<file path="src/rtl/disp_pkg.sv">
// Shared definitions for scanned 7-segment display monitors.
package disp_pkg;

   localparam int unsigned NUM_DIGITS = 4;
   localparam int unsigned NIB_W      = 4;
   localparam int unsigned HEX_W      = NUM_DIGITS * NIB_W;
   localparam int unsigned SEG_W      = 7;

   // Active-low gfedcba patterns, indexed by hex value.
   localparam logic [SEG_W-1:0] SEG_HEX [16] = '{
      7'h40, 7'h79, 7'h24, 7'h30, 7'h19, 7'h12, 7'h02, 7'h78,
      7'h00, 7'h10, 7'h08, 7'h03, 7'h46, 7'h21, 7'h06, 7'h0E
   };

   localparam logic [SEG_W-1:0] SEG_BLANK = 7'h7F;

   typedef enum logic {
      SETTLE = 1'b0,
      HOLD   = 1'b1
   } scan_state_e;

   // Exactly one digit enable driven low.
   function automatic logic an_onehot_low(input logic [NUM_DIGITS-1:0] an);
      return ($countones(~an) == 1);
   endfunction

   // More than one digit enable driven low: a bus fault.
   function automatic logic an_multi_low(input logic [NUM_DIGITS-1:0] an);
      return ($countones(~an) > 1);
   endfunction

endpackage

</file>
<file path="src/rtl/seg7_to_hex.sv">
// Combinational decode of an active-low 7-segment pattern back to a hex nibble.
module seg7_to_hex
   import disp_pkg::*;
(
   input  logic [SEG_W-1:0] seg,
   output logic [NIB_W-1:0] nibble,
   output logic             blank,
   output logic             illegal
);

   // Table lookup; anything not in the table and not blank is illegal.
   always_comb begin
      nibble  = '0;
      blank   = (seg == SEG_BLANK);
      illegal = ~blank;
      for (int unsigned i = 0; i < 16; i++) begin
         if (seg == SEG_HEX[i]) begin
            nibble  = NIB_W'(i);
            illegal = 1'b0;
         end
      end
   end

endmodule

</file>
<file path="src/rtl/disp_scan_decoder.sv">
// Samples a multiplexed AN/SEGMENT display bus and rebuilds the displayed frame.
module disp_scan_decoder
   import disp_pkg::*;
#(
   parameter int unsigned STABLE_CYC = 4,
   parameter int unsigned TIMEOUT    = 2**20
) (
   input  logic                  clk,
   input  logic                  RST,
   input  logic [NUM_DIGITS-1:0] AN,
   input  logic [7:0]            SEGMENT,
   output logic [HEX_W-1:0]      HEXS,
   output logic [NUM_DIGITS-1:0] points,
   output logic [NUM_DIGITS-1:0] LES,
   output logic                  frame_vld,
   output logic                  err,
   output logic                  stale
);

   localparam int unsigned STAB_W = (STABLE_CYC > 2) ? $clog2(STABLE_CYC) : 1;
   localparam int unsigned IDLE_W = $clog2(TIMEOUT + 1);
   localparam logic [STAB_W-1:0] STAB_MAX = STAB_W'(STABLE_CYC - 1);
   localparam logic [IDLE_W-1:0] IDLE_MAX = IDLE_W'(TIMEOUT);

   logic [NUM_DIGITS-1:0] r_an, p_an;
   logic [7:0]            r_seg, p_seg;
   logic [STAB_W-1:0]     stab_cnt;
   logic [IDLE_W-1:0]     idle_cnt, idle_nxt;
   scan_state_e           state, state_nxt;

   logic                  changed_c, stable_c, capture_c, multi_c, cap_err_c, frame_done_c;
   logic [NIB_W-1:0]      dec_nibble;
   logic                  dec_blank, dec_illegal;

   logic [HEX_W-1:0]      shadow_hex, sh_hex_nxt;
   logic [NUM_DIGITS-1:0] shadow_pts, sh_pts_nxt;
   logic [NUM_DIGITS-1:0] shadow_les, sh_les_nxt;
   logic [NUM_DIGITS-1:0] seen, seen_nxt;

   seg7_to_hex u_dec (
      .seg     (r_seg[6:0]),
      .nibble  (dec_nibble),
      .blank   (dec_blank),
      .illegal (dec_illegal)
   );

   assign changed_c = ({r_an, r_seg} != {p_an, p_seg});
   assign stable_c  = ~changed_c && (stab_cnt == STAB_MAX);

   // Input registers plus a one-cycle history for change detection.
   always_ff @(posedge clk or posedge RST) begin
      if (RST) begin
         r_an  <= '1;
         r_seg <= '1;
         p_an  <= '1;
         p_seg <= '1;
      end else begin
         r_an  <= AN;
         r_seg <= SEGMENT;
         p_an  <= r_an;
         p_seg <= r_seg;
      end
   end

   // Stability counter: restarts on any bus change, saturates at the capture threshold.
   always_ff @(posedge clk or posedge RST) begin
      if (RST)
         stab_cnt <= '0;
      else if (changed_c)
         stab_cnt <= '0;
      else if (stab_cnt != STAB_MAX)
         stab_cnt <= stab_cnt + STAB_W'(1);
   end

   // FSM state register.
   always_ff @(posedge clk or posedge RST) begin
      if (RST)
         state <= SETTLE;
      else
         state <= state_nxt;
   end

   // FSM next state: one capture per digit phase, rearm on the next bus change.
   always_comb begin
      state_nxt = state;
      case (state)
         SETTLE:  if (capture_c) state_nxt = HOLD;
         HOLD:    if (changed_c) state_nxt = SETTLE;
         default: state_nxt = SETTLE;
      endcase
   end

   // FSM outputs: capture strobe and multi-digit fault strobe.
   always_comb begin
      capture_c = 1'b0;
      multi_c   = stable_c && an_multi_low(r_an);
      if (state == SETTLE)
         capture_c = stable_c && an_onehot_low(r_an);
   end

   // Shadow buffer update for the digit being captured.
   always_comb begin
      sh_hex_nxt = shadow_hex;
      sh_pts_nxt = shadow_pts;
      sh_les_nxt = shadow_les;
      seen_nxt   = seen;
      cap_err_c  = 1'b0;
      if (capture_c) begin
         cap_err_c = dec_illegal;
         for (int unsigned i = 0; i < NUM_DIGITS; i++) begin
            if (!r_an[i]) begin
               seen_nxt[i]   = 1'b1;
               sh_pts_nxt[i] = ~r_seg[7];
               if (dec_blank) begin
                  sh_les_nxt[i] = 1'b1;
               end else begin
                  sh_les_nxt[i] = 1'b0;
                  sh_hex_nxt[NIB_W*i +: NIB_W] = dec_illegal ? '0 : dec_nibble;
               end
            end
         end
      end
   end

   assign frame_done_c = (seen_nxt == '1);

   // Shadow state; seen clears when the frame is published.
   always_ff @(posedge clk or posedge RST) begin
      if (RST) begin
         shadow_hex <= '0;
         shadow_pts <= '0;
         shadow_les <= '1;
         seen       <= '0;
      end else begin
         shadow_hex <= sh_hex_nxt;
         shadow_pts <= sh_pts_nxt;
         shadow_les <= sh_les_nxt;
         seen       <= frame_done_c ? '0 : seen_nxt;
      end
   end

   // Published frame and its strobe, including the completing digit.
   always_ff @(posedge clk or posedge RST) begin
      if (RST) begin
         HEXS      <= '0;
         points    <= '0;
         LES       <= '1;
         frame_vld <= 1'b0;
      end else begin
         frame_vld <= frame_done_c;
         if (frame_done_c) begin
            HEXS   <= sh_hex_nxt;
            points <= sh_pts_nxt;
            LES    <= sh_les_nxt;
         end
      end
   end

   // Sticky fault flag.
   always_ff @(posedge clk or posedge RST) begin
      if (RST)
         err <= 1'b0;
      else if (cap_err_c || multi_c)
         err <= 1'b1;
   end

   // Idle counter next value: cleared by a capture, saturating at the timeout.
   always_comb begin
      idle_nxt = idle_cnt;
      if (capture_c)
         idle_nxt = '0;
      else if (idle_cnt != IDLE_MAX)
         idle_nxt = idle_cnt + IDLE_W'(1);
   end

   // Idle counter and stale flag.
   always_ff @(posedge clk or posedge RST) begin
      if (RST) begin
         idle_cnt <= '0;
         stale    <= 1'b0;
      end else begin
         idle_cnt <= idle_nxt;
         stale    <= (idle_nxt == IDLE_MAX);
      end
   end

endmodule

</file>
<file path="config.mk">
export PLATFORM = sky130hd
export DESIGN_NAME = disp_scan_decoder
export DESIGN_NICKNAME = d
export VERILOG_FILES = /design/src/rtl/disp_pkg.sv /design/src/rtl/seg7_to_hex.sv /design/src/rtl/disp_scan_decoder.sv
export SDC_FILE = /design/constraint.sdc
export NUM_CORES = 1
export LEC_CHECK = 0
export BUFFER_PORTS_ARGS = -buffer_cell sky130_fd_sc_hd__buf_2
export CAP_MARGIN = 5
export CORE_UTILIZATION = 60
export DETAILED_ROUTE_END_ITERATION = 6
export PLACE_DENSITY = 0.79
export SYNTH_ARGS = -nofsm -noshare
export SYNTH_HDL_FRONTEND = slang
export SYNTH_HIERARCHICAL = 1
export SYNTH_SLANG_ARGS = --single-unit
</file>
<file path="constraint.sdc">
create_clock -name clk -period 4 [get_ports clk]
set_clock_uncertainty 0.05 [all_clocks]
set_input_delay 0.8 -clock clk [delete_from_list [all_inputs] [get_ports clk]]
set_output_delay 0.8 -clock clk [all_outputs]
set_load 0.02 [all_outputs]
</file>
==> results of run 1 <==
## path summary, 6_finish.rpt
| kind | to | startpoint | cells after the start |
|---|---|---|---|
| max | HEXS[7]$_DFFE_PP0P_ | r_an[1]$_DFF_PP1_ | 12 |
| min | p_seg[7]$_DFF_PP1_ | r_seg[7]$_DFF_PP1_ | 0 |
| max reg2reg | HEXS[7]$_DFFE_PP0P_ | r_an[1]$_DFF_PP1_ | 12 |
| min reg2reg | p_seg[7]$_DFF_PP1_ | r_seg[7]$_DFF_PP1_ | 0 |
| max in group asynchronous | p_an[1]$_DFF_PP1_ | RST | 3 |
| min in group asynchronous | HEXS[2]$_DFFE_PP0P_ | RST | 2 |
## per-layer routing
layer	track usage [%]	up-vias	routed length [um]
met1	33.1	1576	4360
met3	5.75	8	365
met2	37.5	67	4400
met5	0	-	0
met4	5.21	0	75
li1	-	1482	-
## kinds of logic after synthesis
family,Yosys count,synth area share (%)
buffers and inverters,32,3.28
xor gates and xnor gates,37,6.59
and+or+nand+nor,131,15.3
DFF,103,53.2
muxes,48,13.3
adders and majority gates,7,1.93
AOI/OAI and AO/OA,42,6.36
## through the flow
step                      cells  worst slack [ns]  hold slack (ns)
after detailed placement    531             0.374            0.358
after floorplan             400             0.499            0.319
final                       547             0.330            0.373
after CTS                   547             0.356            0.373
after global placement      531             0.485            0.356
after global routing        547             0.109            0.381
## layout by cell type (no fill, tap or decap), drive strengths merged, types with 4 or more instances in the layout
master,count
nor2,35
a21oi,8
buf,48
o21ai,8
o31ai,5
ha,6
xnor2,10
clkbuf,10
dfstp,32
and4,4
dfrtp,71
mux2i,4
mux2,44
nand4,7
o21bai,4
and2,5
xor2,27
or3,5
nor3,6
nor2b,4
inv,17
nand3,16
nor4,13
nand2,17
## synthesized netlist by cell type, drive strengths merged (2+ instances only)
cell	n	area, um^2
dfstp	32	841
a31o	2	17.5
nand3	16	80.1
and2	5	31.3
mux2i	4	40.0
nor4b	3	32.5
and3b	2	17.5
nor3b	3	27.5
a21oi	8	40.0
mux2	44	616
inv	12	45.0
buf	11	77.6
nor4	13	93.8
nor2	35	131
xnor2	10	87.6
or3	5	51.3
nor3	6	30.0
a21o	3	22.5
dfrtp	71	1780
nand3b	3	22.5
nand4	7	43.8
or3b	2	17.5
xor2	27	236
and4	4	36.3
o31ai	5	37.5
nor2b	4	25.0
o21ai	8	43.8
o21bai	4	30.0
clkbuf	8	33.8
ha	6	75.1
nand2	17	63.8
## area by class of cell
| cell class | instances | share of cell area [%] |
|---|---|---|
| inverters | 13 | 0.973 |
| well taps | 102 | 2.36 |
| clock buffers | 10 | 2.36 |
| flip-flops and latches | 103 | 48.5 |
| clock inverters | 6 | 1.11 |
| multi-input cells | 265 | 39.7 |
| repair buffers | 48 | 5.05 |
## power breakdown
group / internal, mW / switching [mW]
Combinational: 0.0297 / 0.0464
Clock: 0.243 / 0.376
Sequential: 1.06 / 0.0241
Total: 1.34 / 0.447
## sequential cells by signal, indices dropped and copies added, names as in the netlist, 4 cells and up
name / flops
idle_cnt: 21
HEXS: 16
shadow_hex: 16
p_seg: 8
r_seg: 8
LES: 4
p_an: 4
points: 4
r_an: 4
seen: 4
shadow_les: 4
shadow_pts: 4
==> qor.txt, run 1 <==
largest delay contributor family on the critical path -> simple AND/OR/NAND/NOR gates
Die Width -> 92.6 um
reported leakage power -> 2.54 nW
total global routing track utilization -> 23.6%
routed wire length per instance -> 16.8 um
worst relative slew slack -> 46.6%
Ant. Diodes -> 0
Placement Cell Area -> 5210 um^2
Peak supply drop -> 240 uV
Seq/Total Area, Yosys -> 53.2%
slowest CP cell -> dfstp_2
area of the multi-input gates -> 2140 um^2
kind of critical path -> reg2reg
Syn Nets -> 421
antenna violations before repair -> 0
Buf/Inv on CP -> 3
Avg Synthesized Cell Area -> 12.3 um^2
P per Cell Area -> 330 nW/um^2
number of global-route vias before repair -> 3187
Arr. time, crit path -> 3.87 ns
IO Port Bufs -> 40
crit path cell chain -> fa_1 -> inv_1 -> ha_1 -> inv_1 -> ha_1 -> nand4bb_1 -> nor2_1 -> nand4_1 -> buf_4 -> or3_4 -> mux2_4 -> mux2_4
pin count of the biggest net entering global routing -> 69
number of clock sinks -> 103
height of the die -> 92.6 um
number of instances resized during post-cts repair -> 0
clock root buffer -> clkbuf_8
RePlAce Congestion -> 0.841
synthesized flop and latch total -> 103
Setup violations, final -> 0
number of detailed-routing iterations run before antenna repair -> 4
endpoints failing hold -> 0
CTS tree -> done
fin crit share -> 91.8%
antenna viol nets, final -> 0
worst setup slack for register-to-register paths -> 0.33 ns
critical path capture point type -> register
measured slew at the worst slew-check pin -> 0.800 ns
number of buffers inserted for hold repair after clock tree synthesis -> 0
layout cell share with drive strength beyond 1 -> 32.8%
run status -> finished clean
clock period minus worst slack -> 3.67 ns
cell area after synthesis -> 4920 um^2
area inside the core boundary -> 7850 um^2
initial standard-cell utilization of the core -> 62.7%
Final Total Pwr -> 1.78 mW
post-synthesis cell type count -> 64
post-synthesis async set-or-reset flop share -> 100%
most used flip-flop cell after synthesis -> dfrtp_1
maximum clock rate -> 272 MHz
post-synthesis cell count -> 400
buffer depth of the longest clock path -> 2
max-slew violation count -> 0
Worst Hold Class -> reg2reg
buffers inserted during post-CTS setup optimization -> 0
clock-pin slew of the registers on the worst-case setup and hold paths -> 0.10 ns
initial drt markers -> 173
Warnings, synthesis -> 6
synth-to-layout area growth -> 9.74%
setup repair after global routing missed its margin -> no
Worst path max stage delay -> 0.64 ns
Std-Cell Rows -> 32
number of flops mapped to enable cells by yosys -> 0
final total negative setup slack -> 0 ns
number of CTS-inserted buffers -> 9
clock latency of the later-clocked register in the worst-skew pair -> 0.37 ns
detailed placement HPWL -> 6.35 mm
drt drc -> 0
first-pass GRT wire length -> 15.7 mm
total I/O pin count -> 41
via count -> 3133
data required time at the worst endpoint -> 4.20 ns
Final Cell Area -> 5400 um^2
H-Tree Level Count -> 3
maximum fanout along the worst path -> 8
footprint of the flip-flops and latches -> 2620 um^2
number of max-cap violations -> 0
Post-Route Utilization -> 68.8%
Filler Cells Inserted -> 575
mean number of vias per cell -> 5.73
Final #Nets -> 461
type of origin of the critical path -> register
die area -> 8570 um^2
total grt overflow -> 0
drt total wl -> 9.20 mm
Power figures use the tool's default switching activity.
==> run 2: changes to the inputs <==
--- a/config.mk
+++ b/config.mk
@@ -9,7 +9,7 @@
 export CAP_MARGIN = 5
 export CORE_UTILIZATION = 60
 export DETAILED_ROUTE_END_ITERATION = 6
-export PLACE_DENSITY = 0.79
+export PLACE_DENSITY = 0.91
 export SYNTH_ARGS = -nofsm -noshare
 export SYNTH_HDL_FRONTEND = slang
 export SYNTH_HIERARCHICAL = 1
==> qor.txt, run 2 (synthesis gave the netlist of run 1 again) <==
clock-pin slew of the registers on the worst-case setup and hold paths -> 0.11 ns (about the same)
antenna viol nets, final -> 0 (unchanged)
number of global-route vias before repair -> 3262 (+2.4%)
slowest CP cell -> dfstp_2
height of the die -> 92.6 um (unchanged)
Most flops, register -> idle_cnt
run status -> finished clean
total grt overflow -> 0 (unchanged)
most common cell after layout, fill and taps aside -> dfrtp_1
total global routing track utilization -> 24.1% (+0.45 points)
Placement Cell Area -> 5170 um^2 (-0.82%)
Arr. time, crit path -> 3.93 ns (+0.06 ns)
max reg flops -> 21 (unchanged)
Setup violations, final -> 0 (unchanged)
layout cell share with drive strength beyond 1 -> 32.8% (about the same)
H-Tree Level Count -> 3 (unchanged)
largest registers -> idle_cnt: 21 flops, HEXS: 16 flops, shadow_hex: 16 flops
met3 WL -> 471 um (+29%)
Std-Cell Rows -> 32 (unchanged)
first-pass GRT wire length -> 16.0 mm (+2.3%)
maximum clock rate -> 269 MHz (-1.3%)
cell depth of the worst min-delay path -> 0 (unchanged)
endpoints failing hold -> 0 (unchanged)
synth-to-layout area growth -> 9.31%
worst relative slew slack -> 49.1% (+2.4 points)
clock root buffer -> clkbuf_8
DR WL met2 -> 4.87 mm (+11%)
die area -> 8570 um^2 (unchanged)
drt drc -> 0 (unchanged)
CTS tree -> done
Hold WS -> 0.381 ns (+0.00800 ns)
total I/O pin count -> 41 (unchanged)
antenna violations before repair -> 0 (unchanged)
P per Cell Area -> 334 nW/um^2 (+1.0%)
routed wire length per instance -> 18.0 um (+6.9%)
Final Cell Area -> 5380 um^2 (-0.39%)
detailed placement HPWL -> 6.33 mm (-0.23%)
pin count of the biggest net entering global routing -> 46 (-33%)
top library cells by usage in the layout, fill and taps aside -> dfrtp_1 (71), buf_2 (40), nor2_1 (35)
reported leakage power -> 2.54 nW (about the same)
clock period minus worst slack -> 3.72 ns (+0.0478 ns)
data required time at the worst endpoint -> 4.21 ns (about the same)
RePlAce Congestion -> 0.841 (about the same)
critical path capture point type -> register
setup repair after global routing missed its margin -> no
clock latency of the later-clocked register in the worst-skew pair -> 0.37 ns (about the same)
final total negative setup slack -> 0 ns (unchanged)
max-slew violation count -> 0 (unchanged)
type of origin of the critical path -> register
number of CTS-inserted buffers -> 9 (unchanged)
number of clock sinks -> 103 (unchanged)
Worst path max stage delay -> 0.65 ns (about the same)
Die Width -> 92.6 um (unchanged)
number of max-cap violations -> 0 (unchanged)
drt total wl -> 9.78 mm (+6.3%)
initial standard-cell utilization of the core -> 62.7% (unchanged)
buffer depth of the longest clock path -> 2 (unchanged)
crit path cell chain -> fa_1 -> inv_1 -> ha_1 -> inv_1 -> ha_1 -> nand4bb_1 -> nor2_1 -> nand4_1 -> buf_4 -> o21bai_1 -> nand4_1 -> bufinv_8 -> mux2_1
measured slew at the worst slew-check pin -> 0.757 ns (-0.0433 ns)
number of buffers inserted for hold repair after clock tree synthesis -> 0 (unchanged)
Peak supply drop -> 202 uV (-16%)
wire length on met1 -> 4.20 mm (-3.6%)
Ant. Diodes -> 0 (unchanged)
kind of critical path -> reg2reg
number of detailed-routing iterations run before antenna repair -> 5 (+1)
Filler Cells Inserted -> 545 (-5.2%)
area inside the core boundary -> 7850 um^2 (unchanged)
maximum fanout along the worst path -> 25 (+17)
initial drt markers -> 141 (-18%)
via count -> 3279 (+4.7%)
Final #Nets -> 458 (-0.65%)
R2R cell count -> 13 (+1)
IO Port Bufs -> 40 (unchanged)
Worst Hold Class -> reg2reg
fin crit share -> 93.0% (+1.2 points)
highest metal layer used by the detailed router -> met4
mean number of vias per cell -> 6.03 (+5.2%)
## run 2: worst max-delay path: cells and delay by family, from the launching register on
family	cells	cell delay [ns]
AOI/OAI and AO/OA	1	0.18
adders and majority gates	3	0.91
buffers and inverters	4	0.75
DFF	1	0.65
muxes	1	0.36
and+or+nand+nor	4	0.68
## run 2: final cells by class
type	count	area (um^2)	area share, %
clock buffers	9	124	2.30
inverters	13	65.1	1.21
well taps	102	128	2.37
repair buffers	45	238	4.42
clock inverters	7	61.3	1.14
flip-flops and latches	103	2620	48.7
multi-input cells	265	2140	39.9
## run 2: timing repair
| item | 4_1_cts | 5_1_grt |
|---|---|---|
| resized for setup | 0 | 5 |
| endpoints found under the setup margin | 0 | 24 |
| setup buffers | 0 | 1 |
## run 2: layer usage
metal	global-route usage (%)	vias to the layer above
met3	4.52	28
met2	39.4	124
met1	31.8	1647
met4	9.64	0
li1	-	1480
met5	0	-
## run 2: final timing paths
kind                                        start                      end  slack (ns)
min in group asynchronous                     RST  shadow_pts[1]$_DFF_PP0_        0.42
worst min-delay path            r_an[2]$_DFF_PP1_        p_an[2]$_DFF_PP1_        0.38
worst max-delay path            r_an[1]$_DFF_PP1_    points[2]$_DFFE_PP0P_        0.28
worst min register to register  r_an[2]$_DFF_PP1_        p_an[2]$_DFF_PP1_        0.38
max in group asynchronous                     RST       LES[3]$_DFFE_PP1P_        2.63
worst max register to register  r_an[1]$_DFF_PP1_    points[2]$_DFFE_PP0P_        0.28
## run 2: per-stage QoR
step                utilization, %  std cells  setup WS [ns]  total power, mW
global placement              65.9        527          0.467             1.18
detailed placement            65.9        527          0.154             1.18
global route                  68.5        544          0.111             1.85
finish                        68.5        544          0.282             1.80
CTS                           68.2        543         0.0352             1.79
floorplan                        -        400          0.499             1.16
## run 2: power by group
group / internal (mW) / total [mW] / leakage [nW] / switching [mW]
Clock: 0.241 / 0.630 / 0.0945 / 0.389
Combinational: 0.0290 / 0.0752 / 1.13 / 0.0462
Sequential: 1.06 / 1.09 / 1.31 / 0.0258
Total: 1.33 / 1.80 / 2.54 / 0.461
